==> src/rtl/i2c_arbiter.sv <==
// i2c_arbiter: round-robin sharing of one I2C byte-transaction core
// among NUM_CLIENTS (2..4) requesters.
//
// Ports:
//   clk, rst          system clock, synchronous active-high reset
//   cl_req/cl_rw      per-client request level and read(1)/write(0) flag
//   cl_dev/reg/wdata  per-client command bytes, client i at [8i+7:8i]
//   cl_ack            one-cycle completion pulse to the owning client
//   cl_err            with cl_ack: 1 = transaction aborted on timeout
//   cl_rdata          last completed read byte (held until next read)
//   busy              high from grant until the inter-transaction gap ends
//   core_wr_req/rd_req level requests to the core, held until done
//   core_dev/reg/wdata latched command, stable for the whole transaction
//   core_wr_done/rd_done/rd_data  completion pulses and read byte from core
//
// Optional feature macro I2C_ARB_TIMEOUT_EN: when defined, a transaction
// left BUSY for TIMEOUT_CYCLES without a matching done is aborted.
module i2c_arbiter #(
    parameter int NUM_CLIENTS    = 4,
    parameter int GAP_CYCLES     = 125,
    parameter int TIMEOUT_CYCLES = 50000
) (
    input  logic                     clk,
    input  logic                     rst,
    input  logic [NUM_CLIENTS-1:0]   cl_req,
    input  logic [NUM_CLIENTS-1:0]   cl_rw,
    input  logic [8*NUM_CLIENTS-1:0] cl_dev,
    input  logic [8*NUM_CLIENTS-1:0] cl_reg,
    input  logic [8*NUM_CLIENTS-1:0] cl_wdata,
    output logic [NUM_CLIENTS-1:0]   cl_ack,
    output logic                     cl_err,
    output logic [7:0]               cl_rdata,
    output logic                     busy,
    output logic                     core_wr_req,
    output logic                     core_rd_req,
    output logic [7:0]               core_dev,
    output logic [7:0]               core_reg,
    output logic [7:0]               core_wdata,
    input  logic                     core_wr_done,
    input  logic                     core_rd_done,
    input  logic [7:0]               core_rd_data
);

    typedef enum logic [1:0] {
        S_IDLE,
        S_BUSY,
        S_GAP
    } state_e;

    localparam logic [15:0] GAP_LAST = 16'(GAP_CYCLES - 1);
    localparam logic [1:0]  OWN_LAST = 2'(NUM_CLIENTS - 1);

    state_e      state_q, state_d;
    logic [1:0]  rr_q, rr_d;
    logic [1:0]  own_q, own_d;
    logic        rw_q, rw_d;
    logic [7:0]  dev_q, dev_d;
    logic [7:0]  reg_q, reg_d;
    logic [7:0]  wdata_q, wdata_d;
    logic [7:0]  rdata_q, rdata_d;
    logic        wr_req_q, wr_req_d;
    logic        rd_req_q, rd_req_d;
    logic [3:0]  ack_q, ack_d;
    logic        err_q, err_d;
    logic [15:0] gap_q, gap_d;

    // Requests padded to the fixed 2-bit index space; absent clients read 0.
    logic [3:0]  req4;
    logic [3:0]  rw4;
    logic [31:0] dev32, reg32, wdata32;

    assign req4    = 4'(cl_req);
    assign rw4     = 4'(cl_rw);
    assign dev32   = 32'(cl_dev);
    assign reg32   = 32'(cl_reg);
    assign wdata32 = 32'(cl_wdata);

    logic        gnt_vld;
    logic [1:0]  gnt_idx;
    logic [1:0]  cand;
    logic [1:0]  own_nxt;
    logic        done_ok;
    logic        timeout;
    logic        take;

    // First set request at or above the rr pointer, wrapping at NUM_CLIENTS.
    always_comb begin
        gnt_vld = 1'b0;
        gnt_idx = 2'd0;
        cand    = 2'd0;
        for (int k = 0; k < NUM_CLIENTS; k++) begin
            if (int'(rr_q) + k >= NUM_CLIENTS) begin
                cand = 2'(int'(rr_q) + k - NUM_CLIENTS);
            end else begin
                cand = 2'(int'(rr_q) + k);
            end
            if (!gnt_vld && req4[cand]) begin
                gnt_vld = 1'b1;
                gnt_idx = cand;
            end
        end
    end

    assign own_nxt = (own_q == OWN_LAST) ? 2'd0 : own_q + 2'd1;
    assign done_ok = rw_q ? core_rd_done : core_wr_done;

`ifdef I2C_ARB_TIMEOUT_EN
    localparam logic [15:0] TO_LAST = 16'(TIMEOUT_CYCLES - 1);

    logic [15:0] tcnt_q, tcnt_d;

    // Zero outside BUSY, so it is already clear on entry to BUSY.
    always_comb begin
        tcnt_d = 16'd0;
        if (state_q == S_BUSY) begin
            tcnt_d = tcnt_q + 16'd1;
        end
    end

    always_ff @(posedge clk) begin
        if (rst) begin
            tcnt_q <= 16'd0;
        end else begin
            tcnt_q <= tcnt_d;
        end
    end

    assign timeout = (tcnt_q == TO_LAST);
`else
    logic unused_timeout_cfg;

    assign unused_timeout_cfg = (TIMEOUT_CYCLES != 0);
    assign timeout            = 1'b0;
`endif

    always_comb begin
        state_d  = state_q;
        rr_d     = rr_q;
        own_d    = own_q;
        rw_d     = rw_q;
        dev_d    = dev_q;
        reg_d    = reg_q;
        wdata_d  = wdata_q;
        rdata_d  = rdata_q;
        wr_req_d = 1'b0;
        rd_req_d = 1'b0;
        ack_d    = 4'd0;
        err_d    = 1'b0;
        gap_d    = gap_q;
        take     = 1'b0;

        unique case (state_q)
            S_IDLE: begin
                take = gnt_vld;
            end
            S_BUSY: begin
                if (done_ok || timeout) begin
                    ack_d[own_q] = 1'b1;
                    err_d        = !done_ok;
                    if (done_ok && rw_q) begin
                        rdata_d = core_rd_data;
                    end
                    rr_d    = own_nxt;
                    gap_d   = 16'd0;
                    state_d = S_GAP;
                end else begin
                    wr_req_d = !rw_q;
                    rd_req_d = rw_q;
                end
            end
            S_GAP: begin
                // Last gap cycle doubles as the arbitration cycle, so
                // busy stays high when work is already queued.
                if (gap_q == GAP_LAST) begin
                    state_d = S_IDLE;
                    take    = gnt_vld;
                end else begin
                    gap_d = gap_q + 16'd1;
                end
            end
            default: begin
                state_d = S_IDLE;
            end
        endcase

        if (take) begin
            state_d = S_BUSY;
            own_d   = gnt_idx;
            rw_d    = rw4[gnt_idx];
            dev_d   = dev32[{gnt_idx, 3'b000} +: 8];
            reg_d   = reg32[{gnt_idx, 3'b000} +: 8];
            wdata_d = wdata32[{gnt_idx, 3'b000} +: 8];
        end
    end

    always_ff @(posedge clk) begin
        if (rst) begin
            state_q  <= S_IDLE;
            rr_q     <= 2'd0;
            own_q    <= 2'd0;
            rw_q     <= 1'b0;
            dev_q    <= 8'd0;
            reg_q    <= 8'd0;
            wdata_q  <= 8'd0;
            rdata_q  <= 8'd0;
            wr_req_q <= 1'b0;
            rd_req_q <= 1'b0;
            ack_q    <= 4'd0;
            err_q    <= 1'b0;
            gap_q    <= 16'd0;
        end else begin
            state_q  <= state_d;
            rr_q     <= rr_d;
            own_q    <= own_d;
            rw_q     <= rw_d;
            dev_q    <= dev_d;
            reg_q    <= reg_d;
            wdata_q  <= wdata_d;
            rdata_q  <= rdata_d;
            wr_req_q <= wr_req_d;
            rd_req_q <= rd_req_d;
            ack_q    <= ack_d;
            err_q    <= err_d;
            gap_q    <= gap_d;
        end
    end

    assign cl_ack      = ack_q[NUM_CLIENTS-1:0];
    assign cl_err      = err_q;
    assign cl_rdata    = rdata_q;
    assign busy        = (state_q != S_IDLE);
    assign core_wr_req = wr_req_q;
    assign core_rd_req = rd_req_q;
    assign core_dev    = dev_q;
    assign core_reg    = reg_q;
    assign core_wdata  = wdata_q;

endmodule

==> config.mk <==
export PLATFORM = sky130hd
export DESIGN_NAME = i2c_arbiter
export DESIGN_NICKNAME = d
export VERILOG_FILES = /design/src/rtl/i2c_arbiter.sv
export SDC_FILE = /design/constraint.sdc
export NUM_CORES = 1
export LEC_CHECK = 0
export CAP_MARGIN = 0
export CELL_PAD_IN_SITES_DETAIL_PLACEMENT = 0
export CELL_PAD_IN_SITES_GLOBAL_PLACEMENT = 2
export CORE_MARGIN = 3
export CORE_UTILIZATION = 28
export DETAILED_ROUTE_END_ITERATION = 7
export DONT_BUFFER_PORTS = 1
export PLACE_DENSITY_LB_ADDON = 0.1
export SLEW_MARGIN = 0
export SYNTH_ARGS = -nofsm -noshare
export SYNTH_HDL_FRONTEND = slang
export SYNTH_SLANG_ARGS = --single-unit
==> constraint.sdc <==
create_clock -name clk -period 2.8 [get_ports clk]
set_input_delay 0.56 -clock clk [delete_from_list [all_inputs] [get_ports clk]]
set_output_delay 0.56 -clock clk [all_outputs]
set_load 0.01 [all_outputs]
# Word-level counts from Yosys, hierarchy flattened
# Cells that the tools add are included.
# word_totals
reg_bits	62
out_inout_bits	40
word_cells	106
# classes
n_addsub	9
magnitude_cmp	11
eq_ne	10
shift	3
n_mux	35
n_bitwise	3
n_reduce_logical	21
# ops
operator	n
variable part select 32 x 6 -> 8 bit	3
two-way mux 16 bit	2
case mux 16 bit (2 select lines)	1
two-way mux 2 bit	11
< comparator 2 x 3 -> 1 bit, second input constant	6
adder 16 x 1 -> 16 bit, second input constant	1
equality test 16 x 7 -> 1 bit, second input constant	1
two-way mux 1 bit	13
AND reduction 3 bit	4
binary-select mux 1 bit (select 2 bit)	5
>= comparator 3 bit, second input constant	3
inequality test 2 bit, second input constant	4
subtractor 2 x 1 -> 2 bit, second input constant	4
adder 2 x 2 -> 3 bit, second input constant	2
inequality test 3 bit, second input constant	2
case mux 2 bit (3 select lines)	1
OR reduction 3 bit	2
logical AND 1 bit	5
zero test 1 bit	5
equality test 2 bit, second input constant	2
nonzero test 2 bit	2
adder 2 x 1 -> 3 bit, second input constant	1
>= comparator 2 x 3 -> 1 bit, second input constant	1
inverter 1 bit	3
other kinds (8)	8

# Longest topological paths before layout
# depth
word_depth	18
mapped_depth	9
mapped_depth_nobuf	7

# Least setup slack after synthesis
# OpenSTA, ideal clock, no wires.
# synth_timing
kind	input -> register
startpoint	input cl_req[0]
endpoint	register dev_q[0] (netlist: core_dev[0])
setup_time_ns	0.139
arrival_ns	1.822
required_ns	2.661
path_slack_ns	0.839
stages	6
path_cell_list	clkbuf_1 -> nor2_1 -> o221a_2 -> clkbuf_1 -> a222oi_1 -> a221oi_1
# synth_between
elab_chain_len	14
elab_cells_between_ends	25
# synth_rtl
item	line_no	text
start: declaration	25	input logic [NUM_CLIENTS-1:0] cl_req,
parallel branches: the longest is 14 deep, another holds binary-select mux 1 bit (select 2 bit)	n/a	
end signal: assignment	216	dev_q <= dev_d;
end: declaration	57	logic [7:0] dev_q, dev_d;
# Several ways; the timed one is not identified. The select of a mux whose other input is x is not followed.
# A chain may end at the register's enable or synchronous reset.

# Worst setup path in the final report
# layout_timing
startpoint	register gap_q[0]
endpoint	register reg_q[6] (netlist: core_reg[6])
# layout_between
elab_chain_len	3
# layout_rtl
item	line_no	text
start: declaration	65	logic [15:0] gap_q, gap_d;
start signal: assignment	224	gap_q <= gap_d;
equality test 16 x 7 -> 1 bit	174	if (gap_q == GAP_LAST) begin
two-way mux 1 bit	174	
case mux 1 bit (2 select lines)	152	unique case (state_q)
end signal: assignment	217	reg_q <= reg_d;
end: declaration	58	logic [7:0] reg_q, reg_d;
# No other way between the ends.

==> impl_metrics.py <==
metrics = {
    "sta": {
        "tightest_slew_ps": 638,
        "maxSlewHeadroom_pct": 57.3,
        "rsz0062_at_grt": "no",
        "slew_violations": 0,
        "min_period_over_period_pct": 83.8,
        "final.setup.tns_ps": 0,
        "clock.fmax_mhz": 426,
        "setup_violations": 0,
        "finalCriticalPeriod_ps": 2350,
        "clock_skew_ps": 11.0,
        "hold_viol_final": 0,
    },
    "setup_path": {
        "path_cells": "inv_1 -> ha_1 -> and4b_1 -> and4_1 -> o21ai_4 -> buf_12 -> a21oi_1 -> a221oi_1",
        "crit_fanout": 28,
        "cp.arrival_ps": 2590,
        "worst-path-buf-inv": 2,
        "start_kind": "flip-flop",
        "slowest_delay_ps": 540,
        "path_class": "reg -> reg",
        "r2r_slack_ps": 450,
        "r2r-start": "gap_q[0]$_SDFFE_PP0P_",
        "critPathTopFamily": "compound AO/OA/AOI/OAI gates",
        "cp.required_ps": 3040,
        "cp_slowest_cell": "o21ai_4",
        "cp.depth": 8,
        "endpoint_kind": "flip-flop",
        "reg2reg_to": "core_reg[6]$_SDFFE_PP0P_",
        "reg2regPathDepth": 8,
    },
    "cells_and_area": {
        "antenna_cells": 0,
        "top_register": "gap_q",
        "stdcell_area_sq_mm": 0.00337,
        "layout_commonest_cell": "dfxtp_1",
        "fin_nets": 465,
        "mostFrequentLayoutCells": "62 x dfxtp_1, 44 x a21oi_1, 31 x inv_1, 28 x nand2_1, 26 x nor2_1",
        "largest_register_ffs": 16,
        "layout-drive-gt1-share_pct": 7.76,
        "areaGrowthSynthToFinish_pct": 11.5,
    },
    "drt": {
        "ant_nets": 0,
        "wl_per_cell_microns": 17.9,
        "vias_per_cell": 5.35,
        "initialDrtViolationCount": 177,
        "firstDrtPassIters": 6,
        "drt-total-wl_microns": 8660,
        "dr_total_vias": 2590,
        "drc": 0,
    },
    "yosys": {
        "synth_cells": 352,
        "yosys_warnings": 0,
        "avgSynthCellArea_sq_um": 8.57,
        "synth_nets": 474,
        "synth_top_family_by_area": "compound AO/OA/AOI/OAI gates",
        "syn_area_sq_mm": 0.00302,
        "synth-simple-area-share_pct": 17.8,
        "yosys.area_share.adder_pct": 2.49,
        "synth_compound_area_share_pct": 27.1,
        "synth-xor-area-share_pct": 3.48,
        "ys_types": 43,
        "synth_mux_area_share_pct": 0.663,
        "seq_area_frac_synth_pct": 41.1,
        "ys_ff_latch": 62,
    },
    "clock_network": {
        "cts_buffer_depth": 2,
        "cts-root-buf": "clkbuf_8",
        "hold_buffers": 0,
        "numCtsBuffers": 9,
        "clk_latency_ps": 330,
        "cts_tree": "built",
        "postCtsSetupRepairBufs": 0,
        "clk_pin_slew_ps": 80,
        "h-tree-depth": 3,
        "cts.sinks": 62,
        "cts_resized": 0,
    },
    "place": {
        "gp_congestion": 0.724,
        "port-buffer-count": 0,
        "dp_hpwl_microns": 6200,
        "placed_area_sq_mm": 0.00315,
    },
    "global_routing": {
        "grt_pass1_vias": 2580,
        "grt_max_degree": 48,
        "overflow": 0,
        "track_usage_pct": 14.4,
        "grt_pass1_wl_microns": 13300,
        "antenna_found_initial": 0,
    },
    "power_and_ir_drop": {
        "ir_worst_vdd_mv": 0.224,
        "power_density_mw_per_mm2": 679,
        "p_leak_nw": 1.15,
    },
    "outcome": {
        "status": "finished clean",
    },
    "floorplanning": {
        "num_rows": 37,
        "dieArea_sq_mm": 0.0121,
        "initial_core_util_pct": 29.0,
        "die_height_microns": 110,
        "die_x_microns": 110,
        "fp.coreArea_sq_mm": 0.0104,
        "io_pins": 156,
    },
    "worst_hold_path": {
        "hold_path.class": "in -> reg",
        "hold_end": "state_q[0]$_SDFFE_PP0P_",
        "hold_depth": 1,
        "worstHoldStart": "rst",
    },
    "run": {
        "cap_violations": 0,
    },
}
power by group:
group | leakage, nW | switching, mW | internal (mW) | total (mW)
Sequential | 0.507 | 0.0979 | 0.962 | 1.06
Combinational | 0.536 | 0.205 | 0.149 | 0.354
Clock | 0.110 | 0.346 | 0.524 | 0.870
Total | 1.15 | 0.649 | 1.64 | 2.28
synthesized netlist by cell type (all sizes together):
cell type  instances  area share, %
a21boi             3           0.75
a21oi             44            7.3
a221oi            24            7.0
a222oi            25            8.3
a311oi             1           0.29
a31o               1           0.29
and2               4           0.83
and3               5            1.0
and4               2           0.58
and4b              1           0.33
buf                7            1.2
clkbuf            17            2.1
conb               1           0.12
dfxtp             62             41
ha                 6            2.5
inv               31            3.9
mux2i              2           0.66
nand2             28            3.5
nand2b             7            1.5
nand3              7            1.2
nand3b             1           0.25
nand4              5            1.0
nand4b             1           0.29
nor2              26            3.2
nor2b              2           0.41
nor3               4           0.66
nor4               4            1.2
nor4b              2           0.58
nor4bb             1           0.33
o211ai             2           0.50
o21ai              3           0.62
o221a              2           0.75
o22ai              2           0.62
o31ai              3           0.75
or2                1           0.21
or3                2           0.41
or4                1           0.25
xnor2              4            1.2
xor2               8            2.3
through the flow:
stage	power (mW)	utilization [%]	instances	hold slack, ps	setup slack, ps
floorplan	1.35	-	352	469	839
global placement	1.44	30.2	468	486	489
detailed placement	1.44	30.2	468	489	461
CTS	2.33	32.3	484	260	442
global route	2.43	32.3	484	272	201
finish	2.28	32.3	484	292	455
cell type report:
| class | instances | area [sq um] |
|---|---|---|
| fillers | 1126 | 7050 |
| inverters | 31 | 116 |
| multi-input cells | 235 | 1580 |
| repair buffers | 4 | 42.5 |
| well taps | 136 | 170 |
| clock inverters | 4 | 70.1 |
| flip-flops and latches | 62 | 1240 |
| clock buffers | 12 | 145 |
metal layers:
| metal | wire length, microns | vias up | global-route usage, % |
|---|---|---|---|
| met5 | 0 | - | 0 |
| met4 | 110 | 0 | 5.70 |
| met3 | 660 | 10 | 3.52 |
| met2 | 4080 | 103 | 22.5 |
| met1 | 3820 | 1180 | 18.9 |
| li1 | - | 1297 | - |
kinds of logic (layout without fill, tap and decap cells):
group                      after synthesis  count (layout)
muxes                                    2               2
adders and majority gates                6               6
and+or+nand+nor                        104             104
other                                    1               1
buffers and inverters                   55              51
AOI/OAI and AO/OA                      110             110
DFF                                     62              62
xor gates and xnor gates                12              12
how the worst max path moves through the flow:
stage,to,slack [ps],start
global placement,core_dev[1]$_SDFFE_PP0P_,490,gap_q[0]$_SDFFE_PP0P_
finish,core_reg[6]$_SDFFE_PP0P_,450,gap_q[0]$_SDFFE_PP0P_
floorplan,core_dev[0]$_SDFFE_PP0P_,840,cl_req[0]
CTS,core_dev[7]$_SDFFE_PP0P_,440,gap_q[0]$_SDFFE_PP0P_
detailed placement,core_reg[6]$_SDFFE_PP0P_,460,gap_q[0]$_SDFFE_PP0P_
global route,core_reg[2]$_SDFFE_PP0P_,200,gap_q[0]$_SDFFE_PP0P_
worst reg2reg max path, cell delays in order, from the launching register on:
cell	delay, ps
dfxtp_1	390
inv_1	60
ha_1	210
and4b_1	180
and4_1	290
o21ai_4	540
buf_12	260
a21oi_1	60
a221oi_1	260
Note: power is estimated with default switching activity, not from simulation.
